`src/rtl/legv8_pkg.sv`:
```
// Shared definitions for the LEGv8 multicycle control unit: opcodes, ALU function
// codes, control-word field positions and the sequencer state type.
package legv8_pkg;

  // R-type and D-type opcodes occupy instruction bits [31:21]
  localparam logic [10:0] OpAdd  = 11'b10001011000;
  localparam logic [10:0] OpSub  = 11'b11001011000;
  localparam logic [10:0] OpAnd  = 11'b10001010000;
  localparam logic [10:0] OpOrr  = 11'b10101010000;
  localparam logic [10:0] OpEor  = 11'b11001010000;
  localparam logic [10:0] OpLdur = 11'b11111000010;
  localparam logic [10:0] OpStur = 11'b11111000000;
  // ADDI [31:22], CBZ [31:24], B [31:26]
  localparam logic [9:0]  OpAddi = 10'b1001000100;
  localparam logic [7:0]  OpCbz  = 8'b10110100;
  localparam logic [5:0]  OpB    = 6'b000101;

  localparam logic [4:0] FsAnd = 5'b00000;
  localparam logic [4:0] FsOrr = 5'b00001;
  localparam logic [4:0] FsAdd = 5'b00010;
  localparam logic [4:0] FsEor = 5'b00011;
  localparam logic [4:0] FsSub = 5'b01010;

  localparam int unsigned CwWidth    = 35;
  localparam int unsigned CwBSel     = 25;
  localparam int unsigned CwSaLsb    = 20;
  localparam int unsigned CwSbLsb    = 15;
  localparam int unsigned CwDaLsb    = 10;
  localparam int unsigned CwRegWrite = 9;
  localparam int unsigned CwMemWrite = 8;
  localparam int unsigned CwFsLsb    = 3;
  localparam int unsigned CwC0       = 2;
  localparam int unsigned CwEnMem    = 1;
  localparam int unsigned CwEnAlu    = 0;

  typedef enum logic [2:0] {
    StIdle,
    StFetch,
    StExec,
    StMem1,
    StMem2,
    StHalt
  } state_e;

  typedef struct packed {
    logic       bsel;
    logic [4:0] sa;
    logic [4:0] sb;
    logic [4:0] da;
    logic       reg_write;
    logic       mem_write;
    logic [4:0] fs;
    logic       c0;
    logic       en_mem;
    logic       en_alu;
  } ctrl_t;

  // Place decoded fields into the datapath control-word layout; reserved bits stay 0
  function automatic logic [CwWidth-1:0] pack_cw(input ctrl_t c);
    logic [CwWidth-1:0] w;
    w = '0;
    w[CwBSel]         = c.bsel;
    w[CwSaLsb +: 5]   = c.sa;
    w[CwSbLsb +: 5]   = c.sb;
    w[CwDaLsb +: 5]   = c.da;
    w[CwRegWrite]     = c.reg_write;
    w[CwMemWrite]     = c.mem_write;
    w[CwFsLsb +: 5]   = c.fs;
    w[CwC0]           = c.c0;
    w[CwEnMem]        = c.en_mem;
    w[CwEnAlu]        = c.en_alu;
    return w;
  endfunction

endpackage

```
`src/rtl/legv8_decoder.sv`:
```
// Combinational instruction decoder: IR -> control word, constant, branch info.
module legv8_decoder
  import legv8_pkg::*;
(
  input  logic [31:0] ir,
  output logic [34:0] cw,
  output logic [63:0] constant,
  output logic [63:0] br_offset,
  output logic        br_uncond,
  output logic        br_cbz,
  output logic        is_load,
  output logic        illegal
);

  ctrl_t       c;
  logic [10:0] op11;

  assign op11 = ir[31:21];

  // Decode the supported subset; anything else is flagged illegal with all strobes off
  always_comb begin
    c         = '0;
    constant  = '0;
    br_offset = '0;
    br_uncond = 1'b0;
    br_cbz    = 1'b0;
    is_load   = 1'b0;
    illegal   = 1'b0;
    case (op11)
      OpAdd, OpSub, OpAnd, OpOrr, OpEor: begin
        c.sa        = ir[9:5];
        c.sb        = ir[20:16];
        c.da        = ir[4:0];
        c.reg_write = 1'b1;
        c.en_alu    = 1'b1;
        case (op11)
          OpSub: begin
            c.fs = FsSub;
            c.c0 = 1'b1;
          end
          OpAnd:   c.fs = FsAnd;
          OpOrr:   c.fs = FsOrr;
          OpEor:   c.fs = FsEor;
          default: c.fs = FsAdd;
        endcase
      end
      OpLdur: begin
        c.sa     = ir[9:5];
        c.da     = ir[4:0];
        c.bsel   = 1'b1;
        c.fs     = FsAdd;
        c.en_mem = 1'b1;
        constant = {{55{ir[20]}}, ir[20:12]};
        is_load  = 1'b1;
      end
      OpStur: begin
        c.sa        = ir[9:5];
        c.sb        = ir[4:0];
        c.bsel      = 1'b1;
        c.fs        = FsAdd;
        c.mem_write = 1'b1;
        constant    = {{55{ir[20]}}, ir[20:12]};
      end
      default: begin
        if (ir[31:22] == OpAddi) begin
          c.sa        = ir[9:5];
          c.da        = ir[4:0];
          c.bsel      = 1'b1;
          c.fs        = FsAdd;
          c.reg_write = 1'b1;
          c.en_alu    = 1'b1;
          constant    = {52'd0, ir[21:10]};
        end else if (ir[31:24] == OpCbz) begin
          c.sa      = 5'd31;
          c.sb      = ir[4:0];
          c.fs      = FsAdd;
          br_cbz    = 1'b1;
          br_offset = {{43{ir[23]}}, ir[23:5], 2'b00};
        end else if (ir[31:26] == OpB) begin
          br_uncond = 1'b1;
          br_offset = {{36{ir[25]}}, ir[25:0], 2'b00};
        end else begin
          illegal = 1'b1;
        end
      end
    endcase
  end

  assign cw = pack_cw(c);

endmodule

```
`src/rtl/control_unit_legv8.sv`:
```
// LEGv8 multicycle control unit: fetch via req/ack, decode, PC sequencing.
module control_unit_legv8
  import legv8_pkg::*;
#(
  parameter logic [63:0] RESET_PC = 64'h0
) (
  input  logic        clock,
  input  logic        reset,
  input  logic [3:0]  status,
  input  logic [31:0] imem_data,
  input  logic        imem_ack,
  output logic        imem_req,
  output logic [63:0] imem_addr,
  output logic [34:0] ControlWord,
  output logic [63:0] constant,
  output logic        halted
);

  state_e      state_q;
  logic [63:0] pc_q;
  logic [31:0] ir_q;
  logic [63:0] pc_next;

  logic [34:0] dec_cw;
  logic [63:0] dec_const;
  logic [63:0] br_offset;
  logic        br_uncond;
  logic        br_cbz;
  logic        is_load;
  logic        illegal;

  // Only the Z flag steers sequencing
  logic unused_status;
  assign unused_status = ^status[3:1];

  legv8_decoder u_decoder (
    .ir        (ir_q),
    .cw        (dec_cw),
    .constant  (dec_const),
    .br_offset (br_offset),
    .br_uncond (br_uncond),
    .br_cbz    (br_cbz),
    .is_load   (is_load),
    .illegal   (illegal)
  );

  // PC at EXEC exit: branch target when taken, else fall through
  always_comb begin
    pc_next = pc_q + 64'd4;
    if (br_uncond || (br_cbz && status[0])) begin
      pc_next = pc_q + br_offset;
    end
  end

  // Sequencer: state, PC and instruction register
  always_ff @(posedge clock or negedge reset) begin
    if (!reset) begin
      state_q <= StIdle;
      pc_q    <= RESET_PC;
      ir_q    <= '0;
    end else begin
      case (state_q)
        StIdle:  state_q <= StFetch;
        StFetch: begin
          if (imem_ack) begin
            ir_q    <= imem_data;
            state_q <= StExec;
          end
        end
        StExec: begin
          if (illegal) begin
            state_q <= StHalt;
          end else if (is_load) begin
            state_q <= StMem1;
          end else begin
            pc_q    <= pc_next;
            state_q <= StFetch;
          end
        end
        StMem1:  state_q <= StMem2;
        StMem2: begin
          pc_q    <= pc_q + 64'd4;
          state_q <= StFetch;
        end
        StHalt:  state_q <= StHalt;
        default: state_q <= StIdle;
      endcase
    end
  end

  // Outputs: control word only live in execute states; load writes back in MEM2
  always_comb begin
    imem_req    = (state_q == StFetch);
    halted      = (state_q == StHalt);
    imem_addr   = pc_q;
    ControlWord = '0;
    constant    = '0;
    if (state_q == StExec || state_q == StMem1 || state_q == StMem2) begin
      ControlWord = dec_cw;
      constant    = dec_const;
      if (state_q == StMem2) begin
        ControlWord[CwRegWrite] = 1'b1;
      end
    end
  end

endmodule

```
`config.mk`:
```
export PLATFORM = sky130hd
export DESIGN_NAME = control_unit_legv8
export DESIGN_NICKNAME = d
export VERILOG_FILES = /design/src/rtl/legv8_pkg.sv /design/src/rtl/legv8_decoder.sv /design/src/rtl/control_unit_legv8.sv
export SDC_FILE = /design/constraint.sdc
export NUM_CORES = 1
export LEC_CHECK = 0
export CAP_MARGIN = 10
export CORE_MARGIN = 2
export CORE_UTILIZATION = 54
export DETAILED_ROUTE_END_ITERATION = 8
export PLACE_DENSITY = 0.83
export SYNTH_ARGS = -nofsm -noshare
export SYNTH_HDL_FRONTEND = slang
export SYNTH_SLANG_ARGS = --single-unit
```
`constraint.sdc`:
```
create_clock -name clock -period 5.05 [get_ports clock]
set_input_delay 0.7575 -clock clock [delete_from_list [all_inputs] [get_ports clock]]
set_output_delay 0.7575 -clock clock [all_outputs]
set_load 0.1 [all_outputs]
```
==> out/results.ini <==
[run_status]
status=finished, final reports clean

[floorplan]
dieWidth_um=140
initial_utilization_pct=55.5
row_count=49
die_height_um=140
die_area_sq_um=19700
coreArea_sq_um=18100
io_pins=204

[logic_synthesis]
synth_edf_count=0
syn_avg_cell_area_sq_um=7.69
synth_cells=1307
synthFlopType=dfrtp_1
seq_area_frac_synth_pct=24.2
synth_common_cells=a21oi_1 (169), nand2_1 (125), nor2_1 (102), dfrtp_1 (97), o21ai_0 (94)
async_flop_share_pct=100
yosysTopAreaCell=dfrtp_1
ys_types=80
post-synth-top-count-cell=a21oi_1
synth_area_sq_um=10000
synth.area.top_cells=dfrtp_1 (24%), a21oi_1 (8.4%), ha_1 (7.7%), buf_4 (4.8%), o21ai_0 (4.7%)
synth_top_area_share_pct=24.2
synth_seq_cells=97
ys_warn_count=0

[timing]
worst_slew_pin_slew_ps=1070
setup_viol=0
fmax_ghz=0.208
setup_ws_ps=233
fin_skew_ps=9.00
rsz0062_at_grt=false
fin_crit_ps=4820
fin_setup_tns_ps=0
fin_crit_sh_pct=95.4
hold_violations=0
hold_slack_ps=493
relSlewSlack_pct=28.2
drv_slew=0

[route]
firstDrtPassIters=8
antenna_left=0
vias=10400
routed_wl_mm=30.7
viasPerCell=6.38
drt_iter0_markers=1036
wl_per_cell_um=18.8
drc=0

[cells_and_area]
drive_above_1_share_pct=12.9
area_delta_synth_final_pct=16.6
fill_cells=1583
antenna_cells=0
nets=1502

[place]
pre_cts_slack_ps=359
gpl.final_weighted_congestion=0.985
port-buffer-count=187
place_hpwl_mm=23.0

[global_route]
grt_max_degree=65
grt_pass1_wl_mm=48.3
grtUsageTotal_pct=29.9
gr-total-overflow=0
grt_pass1_vias=9426
antenna_found_initial=0

[cts]
cts_tree=yes
cts_resized=0
clk_pin_slew_ps=70
cts.sink_count=97
postCtsHoldBufs=0
ctsHtreeMaxLevel=3
clk_path_buf_depth=2
post-cts-setup-buffers=0
cts_root_buffer=clkbuf_16
cts_buffers=9
worstSkewPairLatency_ps=360

[setup_path]
cp.required_ps=5310
path_max_fanout=36
critPathLaunchType=flip-flop
cp-startpoint=ir_q[29]
end_kind=flip-flop
worst_r2r_path_depth=16
cp.arrival_ps=5070
rr_startpoint=ir_q[29]
critPathKind=flip-flop to flip-flop
r2r_setup_slack_ps=230
r2r-end=imem_addr[59]

[power_and_ir_drop]
peakVddDrop_uv=262
leakage_nw=5.09
p_per_area_nw_per_um2=341

[worst_hold_path]
whs_endpoint=imem_addr[63]
hold_start=imem_addr[63]
hold_class=flip-flop to flip-flop
hold_depth=1

[run]
drv_cap=0

==> logic make-up after synthesis <==
family | after synthesis | share of synthesized area, %
adders and majority gates | 63 | 7.92
xor gates and xnor gates | 59 | 5.14
DFF | 97 | 24.2
muxes | 35 | 3.90
buffers and inverters | 162 | 9.02
other | 1 | 0.0373
and+or+nand+nor | 437 | 21.7
AOI/OAI and AO/OA | 453 | 28.1
==> cells in the final DEF (no fill, tap or decap), types with 17 or more instances in the layout <==
cell type        Yosys  layout
a21oi_1            169     168
nand2_1            125     125
clkdlybuf4s50_1      0     114
nor2_1             102     100
dfrtp_1             97      97
buf_4               64      96
o21ai_0             94      94
ha_1                62      62
nand3_1             49      49
a21o_1              36      36
mux2_2              33      33
nand4_1             30      30
xor2_1              30      30
xnor2_1             29      29
a22o_1              24      24
nor3_1              24      24
inv_1               22      22
o22ai_1             19      19
and2_1              17      17
==> flip-flops by register name (all words and copies together) (netlist names) <==
signal and count:
imem_addr 62, ir_q 32, state_q 3
==> critical path, stage by stage (launching register included) <==
cell and delay, ps:
dfrtp_1 450, and4b_1 270, and4b_1 300, a22oi_1 460
inv_1 80, buf_4 280, ha_1 450, nand2_1 120
nor2_1 210, or4b_2 630, nor2_1 120, o21ai_0 90
nand2_1 160, a31oi_1 230, o41ai_1 450, xnor2_1 130
a221oi_1 250
==> report_power, final <==
part           switching [mW]  total, mW  internal (mW)
Clock                   0.347      0.688          0.340
Sequential              0.360       1.34          0.977
Combinational            1.33       1.97          0.640
Total                    2.04       4.00           1.96
==> cell type report <==
type                       instances  area (sq um)  share of cell area, %
inverter                          22          82.6                  0.705
clock buffer                       9           225                   1.92
multi-input combinational       1060          6780                   57.9
timing repair buffer             210          1860                   15.9
sequential                        97          2430                   20.7
clock inverter                     6          52.6                  0.449
tap                              229           287                   2.45
==> how the worst max path moves through the flow <==
stage                     end  slack (ps)
6_report        imem_addr[59]         230
5_1_grt         imem_addr[55]           5
4_1_cts         imem_addr[62]         340
3_5_place_dp    imem_addr[59]         360
3_3_place_gp    imem_addr[59]         470
2_1_floorplan  ControlWord[3]         290
==> through the flow <==
stage	total power, mW	util (%)	instances	instance area [sq um]
6_report	4.00	64.8	1633	11700
5_1_grt	4.19	64.8	1633	11700
4_1_cts	3.98	64.8	1633	11700
3_5_place_dp	3.29	63.2	1618	11400
3_3_place_gp	3.26	63.2	1618	11400
2_1_floorplan	2.75	-	1319	10100
==> per-layer routing <==
metal  vias to the layer above  global-route usage [%]  part of all wire, %
met1                      4918                    40.3                   43
met4                         0                    9.04                  2.3
li1                       4954                       -                    -
met5                         -                       0                    0
met3                        62                    4.24                  6.9
met2                       478                    49.9                   47
Power figures use the tool's default switching activity.
